`config.mk`:
```
export PLATFORM = sky130hd
export DESIGN_NAME = wb_src_select_stage
export DESIGN_NICKNAME = d
export VERILOG_FILES = /design/src/rtl/wb_src_select_stage.sv
export SDC_FILE = /design/constraint.sdc
export NUM_CORES = 1
export LEC_CHECK = 0
export CORE_MARGIN = 1
export CORE_UTILIZATION = 43
export DETAILED_ROUTE_END_ITERATION = 12
export PLACE_DENSITY = 0.81
export SYNTH_ARGS = -nofsm -noshare
export SYNTH_HDL_FRONTEND = slang
export SYNTH_SLANG_ARGS = --single-unit
```
`constraint.sdc`:
```
create_clock -name clk -period 2.38 [get_ports clk]
set_clock_uncertainty 0.2 [all_clocks]
set_input_delay 0.357 -clock clk [delete_from_list [all_inputs] [get_ports clk]]
set_output_delay 0.357 -clock clk [all_outputs]
set_load 0.1 [all_outputs]
```
`src/rtl/wb_src_select_stage.sv`:
```
// Writeback-source selector with a 2-entry skid stage feeding the PRF write port.
// Picks one of NUM_SRC sources by sel, carries it with its destination register
// address under valid/ready handshake, and flags/counts illegal selects.
// Ports:
//   clk, rst_n            clock, asynchronous active-low reset
//   src_data, sel, in_rd  packed sources, source index, destination address
//   in_valid / in_ready   upstream handshake
//   out_data, out_rd      selected data and destination address to the PRF
//   out_valid / out_ready downstream handshake
//   illegal_sel, err_cnt  sticky illegal-select flag, saturating illegal-select count
//   clr_err               synchronous clear of illegal_sel and err_cnt
module wb_src_select_stage #(
    parameter int unsigned DATA_W   = 32,
    parameter int unsigned NUM_SRC  = 4,
    parameter int unsigned SEL_W    = $clog2(NUM_SRC),
    parameter int unsigned RADDR_W  = 5,
    parameter int unsigned ERRCNT_W = 8
) (
    input  logic                      clk,
    input  logic                      rst_n,
    input  logic [NUM_SRC*DATA_W-1:0] src_data,
    input  logic [SEL_W-1:0]          sel,
    input  logic [RADDR_W-1:0]        in_rd,
    input  logic                      in_valid,
    output logic                      in_ready,
    output logic [DATA_W-1:0]         out_data,
    output logic [RADDR_W-1:0]        out_rd,
    output logic                      out_valid,
    input  logic                      out_ready,
    output logic                      illegal_sel,
    output logic [ERRCNT_W-1:0]       err_cnt,
    input  logic                      clr_err
);

    typedef enum logic [1:0] {ST_EMPTY, ST_ONE, ST_FULL} state_t;

    state_t               state_q;
    state_t               state_d;
    logic                 in_fire;
    logic                 out_fire;
    logic                 sel_illegal;
    logic [DATA_W-1:0]    sel_data;
    logic                 load_main_in;
    logic                 load_main_skid;
    logic                 load_skid;
    logic [DATA_W-1:0]    skid_data;
    logic [RADDR_W-1:0]   skid_rd;

    assign in_fire  = in_valid & in_ready;
    assign out_fire = out_valid & out_ready;

    // Compare in 32 bits so a power-of-two NUM_SRC never wraps to zero.
    assign sel_illegal = (32'(sel) >= NUM_SRC);

    // Source mux; an out-of-range select leaves the default of zero.
    always_comb begin
        sel_data = '0;
        for (int unsigned i = 0; i < NUM_SRC; i++) begin
            if (32'(sel) == i) begin
                sel_data = src_data[i*DATA_W +: DATA_W];
            end
        end
    end

    // State register.
    always_ff @(posedge clk or negedge rst_n) begin
        if (!rst_n) begin
            state_q <= ST_EMPTY;
        end else begin
            state_q <= state_d;
        end
    end

    // Next-state logic.
    always_comb begin
        state_d = state_q;
        unique case (state_q)
            ST_EMPTY: if (in_fire) state_d = ST_ONE;
            ST_ONE: begin
                if (in_fire && !out_fire) begin
                    state_d = ST_FULL;
                end else if (!in_fire && out_fire) begin
                    state_d = ST_EMPTY;
                end
            end
            ST_FULL:  if (out_fire) state_d = ST_ONE;
            default:  state_d = ST_EMPTY;
        endcase
    end

    // Datapath load controls.
    always_comb begin
        load_main_in   = 1'b0;
        load_main_skid = 1'b0;
        load_skid      = 1'b0;
        unique case (state_q)
            ST_EMPTY: load_main_in = in_fire;
            ST_ONE: begin
                load_main_in = in_fire & out_fire;
                load_skid    = in_fire & ~out_fire;
            end
            ST_FULL:  load_main_skid = out_fire;
            default: ;
        endcase
    end

    // Handshake flags registered from the next state.
    always_ff @(posedge clk or negedge rst_n) begin
        if (!rst_n) begin
            out_valid <= 1'b0;
            in_ready  <= 1'b1;
        end else begin
            out_valid <= (state_d != ST_EMPTY);
            in_ready  <= (state_d != ST_FULL);
        end
    end

    // Main register drives the outputs; skid holds the second entry.
    always_ff @(posedge clk or negedge rst_n) begin
        if (!rst_n) begin
            out_data  <= '0;
            out_rd    <= '0;
            skid_data <= '0;
            skid_rd   <= '0;
        end else begin
            if (load_main_in) begin
                out_data <= sel_data;
                out_rd   <= in_rd;
            end else if (load_main_skid) begin
                out_data <= skid_data;
                out_rd   <= skid_rd;
            end
            if (load_skid) begin
                skid_data <= sel_data;
                skid_rd   <= in_rd;
            end
        end
    end

    // Illegal-select tracking; clear wins over a same-cycle increment.
    always_ff @(posedge clk or negedge rst_n) begin
        if (!rst_n) begin
            illegal_sel <= 1'b0;
            err_cnt     <= '0;
        end else if (clr_err) begin
            illegal_sel <= 1'b0;
            err_cnt     <= '0;
        end else if (in_fire && sel_illegal) begin
            illegal_sel <= 1'b1;
            if (err_cnt != '1) begin
                err_cnt <= err_cnt + ERRCNT_W'(1);
            end
        end
    end

endmodule

```
== After elaboration in Yosys (flattened, before gate mapping) ==
Cells that the tools add are included.
Widths: inputs -> output; s select.

* Bitwise operators: 5
* Reduce and logical (&&, ||, !) cells: 8
* Equality and inequality tests: 6
* Mux-type cells: 16

{| class="wikitable"
|+ Operators by type and width
! operator !! count
|-
| $mux 32 || 6
|-
| $mux 5 || 2
|-
| $mux 2 || 4
|-
| $eq 2x2->1 const B || 3
|-
| $pmux 2 s3 || 1
|-
| $and 1x1->1 || 4
|-
| $eq 2x1->1 const B || 2
|-
| $logic_not 2->1 || 2
|-
| $reduce_bool 2->1 || 2
|-
| $logic_and 1x1->1 || 2
|-
| $logic_not 1->1 || 2
|-
| $mux 1 || 2
|-
| $ne 2x2->1 const B || 1
|-
| $pmux 1 s2 || 1
|-
| $not 1->1 || 1
|}

* Output and inout bits: 48
* Flip-flop bits (word level): 78
* Input port bits: 140

== Logic depth before layout (Yosys ltp) ==
* Word-level depth: 7
* Mapped depth: 6
* Depth with buffers taken out: 3

== Least setup slack after synthesis ==
Ideal clock, no wire load.

* Kind: reg2reg
* Start: register out_valid
* End: register out_data[10]
* Library setup time: 0.083 ns
* Path buffers: 2
* Arrival time: 1.998 ns
* Setup slack: 0.099 ns
* Required time: 2.097 ns
* Clock period less this slack: 2.281 ns
* Stages on the path, launching flop included: 6
* Cell sequence: dfrtp_1 > a21bo_2 > clkbuf_1 > buf_1 > nand3_1 > a31oi_1

* Cells in the longest elaborated chain, start to end: 4
* Elaborated cells between the ends (all ways): 6
* Those cells by class: mux (3); bitwise (2); reduce/logical (1)

{| class="wikitable"
|+ Ends and longest elaborated chain
! item !! RTL line !! RTL
|-
| start, declared || 28 || <nowiki>output logic out_valid,</nowiki>
|-
| start signal, assigned || 113 || <nowiki>out_valid <= (state_d != ST_EMPTY);</nowiki>
|-
| $and 1x1->1 (*) || 50 || <nowiki>assign out_fire = out_valid & out_ready;</nowiki>
|-
| $and 1x1->1 || 99 || <nowiki>load_main_in = in_fire & out_fire;</nowiki>
|-
| $pmux 1 s2 || 96 || <nowiki>unique case (state_q)</nowiki>
|-
| $mux 32 / $reduce_bool 2->1 (equally long branches) || - ||
|-
| end signal, assigned || 127 || <nowiki>out_data <= sel_data;</nowiki>
|-
| end signal, assigned || 130 || <nowiki>out_data <= skid_data;</nowiki>
|-
| end, declared || 26 || <nowiki>output logic [DATA_W-1:0] out_data,</nowiki>
|}

Mark *: on every way between the ends. The rest lies on a longest branch, timed or not.
A chain may end at the register's enable or synchronous reset.

== Worst setup path in the final report ==
* Start: input in_valid
* End: register out_data[22]

* Cells in the longest elaborated chain, start to end: 4
* Elaborated cells between the ends (all ways): 5
* Those cells by class: mux (2); bitwise (2); reduce/logical (1)

{| class="wikitable"
|+ Ends and longest elaborated chain
! item !! RTL line !! RTL
|-
| start, declared || 24 || <nowiki>input logic in_valid,</nowiki>
|-
| $and 1x1->1 (*) || 49 || <nowiki>assign in_fire = in_valid & in_ready;</nowiki>
|-
| $and 1x1->1 || 99 ||
|-
| $pmux 1 s2 (*) || 96 ||
|-
| $mux 32 / $reduce_bool 2->1 (equally long branches) || - ||
|}

Marks and branches as above.

==> run metrics <==
outcome=finished clean; Initial Utilization=44.5%; Pwr Density=1340 nW/um^2; R2R Path Start=state_q[1]; DR vias=3,737; top_reg_cell synth=dfrtp_1; max-slew violation count=0; CP max FO=13; reg2reg path depth=3; Die Wd=103 um; HPWL Detailed=8420 um; Hold Buf Count CTS=1; Die Area=10,500 sq um; syn_area_per_cell=12.9 sq um; Sink Count=78; Avg Vias per Cell=5.83; core area=9770 sq um; CTS tree=yes; leakage power=2.54 nW; layout cell share with drive strength beyond 1=28.1%; post-route setup slack=0.225 ns; max-cap check violation count=0; synth unique cells=33; Hold Crit Class=register to register; Pint=3.97 mW; Final Wtd Congestion=0.737; R2R setup slack=0.30 ns; Total Power=8.46 mW; ranking of synthesized cells by area=dfrtp_1 44%, mux4_2 14%, mux2_2 9.8%; nets=644; fin cells=641; Tot GR Track Use=22.9%; diode count=0; proportion of power drawn by combinational gates=62.2%; CTS Buf Count=9; dpl cells=625; Sequential Power Share=28.1%; antenna violations before repair=0; Commonest cells post-synth=77 x dfrtp_1, 38 x mux2_2, 27 x mux4_2; fmax=464 MHz; worst-margin pin slew=0.960 ns; CP startpoint kind=input port; Rows=36; largest net degree at the start of global routing=43; Worst setup startpoint=in_valid; reg-to-reg endpoint=out_data[22]; Post-Synthesis Cells=336; Yosys reg bits=78; CTS clk-pin slew, worst paths=0.08 ns; IR drop worst, VDD=800 uV; Setup Fix Bufs, Post-CTS=0; vias in the first global route=3,741; ANT nets after route=0; post-synth top area share=44.3%; setup slack at placement=-0.0803 ns; first-pass GRT wire length=18,400 um; 1st-pass router iterations=4; Ports=188; WL final=11,700 um; die height=103 um; Sw Share=53.1%; RSZ-0062 raised after global routing=no; top-count cell post-synth=dfrtp_1; ys async rst share=100%; Switch Pwr=4.50 mW; CTS resizes=0; CTS HTree Levels=3; Root Buffer=clkbuf_8; Mapped Area=4350 sq um; Synth Warn #=0; final setup fails=0; Slew HR=35.9%; Area growth syn-to-layout=45.0%; hold slack final=0.300 ns; Seq/Total Area, Yosys=44.9%; Setup TNS=0 ns; latest clock arrival within the worst-skew pair=0.32 ns; critical path arrival=2.22 ns; fin crit period=2.16 ns; # port buffers=177; period utilisation layout=90.5%; Clock Power Share=9.7%; Synth area leader=dfrtp_1; CP required=2.44 ns; final hold viol count=0; end of the critical path=out_data[22]; CTS Buffer Depth=2; DRT iter0 DRCs=129; DRC errors left=0; Avg WL per Cell=18.3 um; GRT overflow=0; Critical Path Sink Type=register; Post-synth EDFFs=0; CP Class=input port to register
==> critical path, cell delays in order <==
cell and delay, ns:
clkdlybuf4s50_1 0.46, and3b_2 0.28, a211oi_2 0.82, a221o_1 0.30
==> worst min path at each step <==
stage,start,end,depth (start not counted)
floorplan,rst_n,out_data[0],0
global placement,rst_n,out_data[4],1
detailed placement,rst_n,out_data[4],1
CTS,skid_data[14],out_data[14],1
global route,skid_data[20],skid_data[20],1
finish,skid_data[14],out_data[14],1
==> area by class of cell <==
| type | count | area [sq um] |
|---|---|---|
| flip-flops and latches | 78 | 1950 |
| clock inverters | 2 | 10.0 |
| multi-input cells | 220 | 2150 |
| clock buffers | 13 | 139 |
| fillers | 774 | 3470 |
| well taps | 133 | 166 |
| repair buffers | 195 | 1880 |
==> cells in the final DEF, fill, tap and decap left out, types with 9 or more instances in the layout <==
cell and count:
o21ai_0 26, conb_1 9, mux4_2 27, dfrtp_1 77, and3_1 13, a221o_1 13, buf_4 51, clkdlybuf4s50_1 136
a2111oi_0 24, nand3_1 24, clkbuf_8 9, a31oi_1 24, mux2_2 38
==> power by group through the flow <==
stage          Combinational, mW  Clock (mW)  Sequential (mW)
2_1_floorplan               1.63           0             4.64
3_3_place_gp                5.19           0             2.35
3_5_place_dp                5.28           0             2.38
4_1_cts                     5.29       0.833             2.37
5_1_grt                     5.52       0.889             2.45
6_report                    5.26       0.819             2.38
==> logic make-up (layout without fill, tap and decap cells) <==
kind of cell | Yosys count | after routing | synth area share, %
buf+inv | 46 | 210 | 6.31
compound gates | 93 | 93 | 15.4
other cells | 1 | 9 | 0.0863
mux | 70 | 70 | 26.9
flops | 78 | 78 | 44.9
simple gates | 48 | 48 | 6.42
==> registers in the layout, indices dropped and copies added, names as in the netlist <==
register / count
in_ready: 1
skid_data: 32
out_data: 32
skid_rd: 5
state_q: 2
out_rd: 5
out_valid: 1
==> layer usage <==
layer / routed length (um) / vias to the layer above / share of wire [%] / GRT usage, %
li1: - / 1680 / - / -
met1: 4640 / 1922 / 40 / 28.0
met4: 129 / 0 / 1.1 / 6.92
met2: 6410 / 123 / 55 / 41.9
met3: 533 / 12 / 4.5 / 2.98
met5: 0 / - / 0 / 0
==> metrics by stage <==
stage | util [%] | cell area [sq um]
finish | 64.5 | 6300
CTS | 64.5 | 6300
floorplan | - | 4380
detailed placement | 62.9 | 6140
global route | 64.5 | 6300
global placement | 62.9 | 6140
Power figures use the tool's default switching activity.
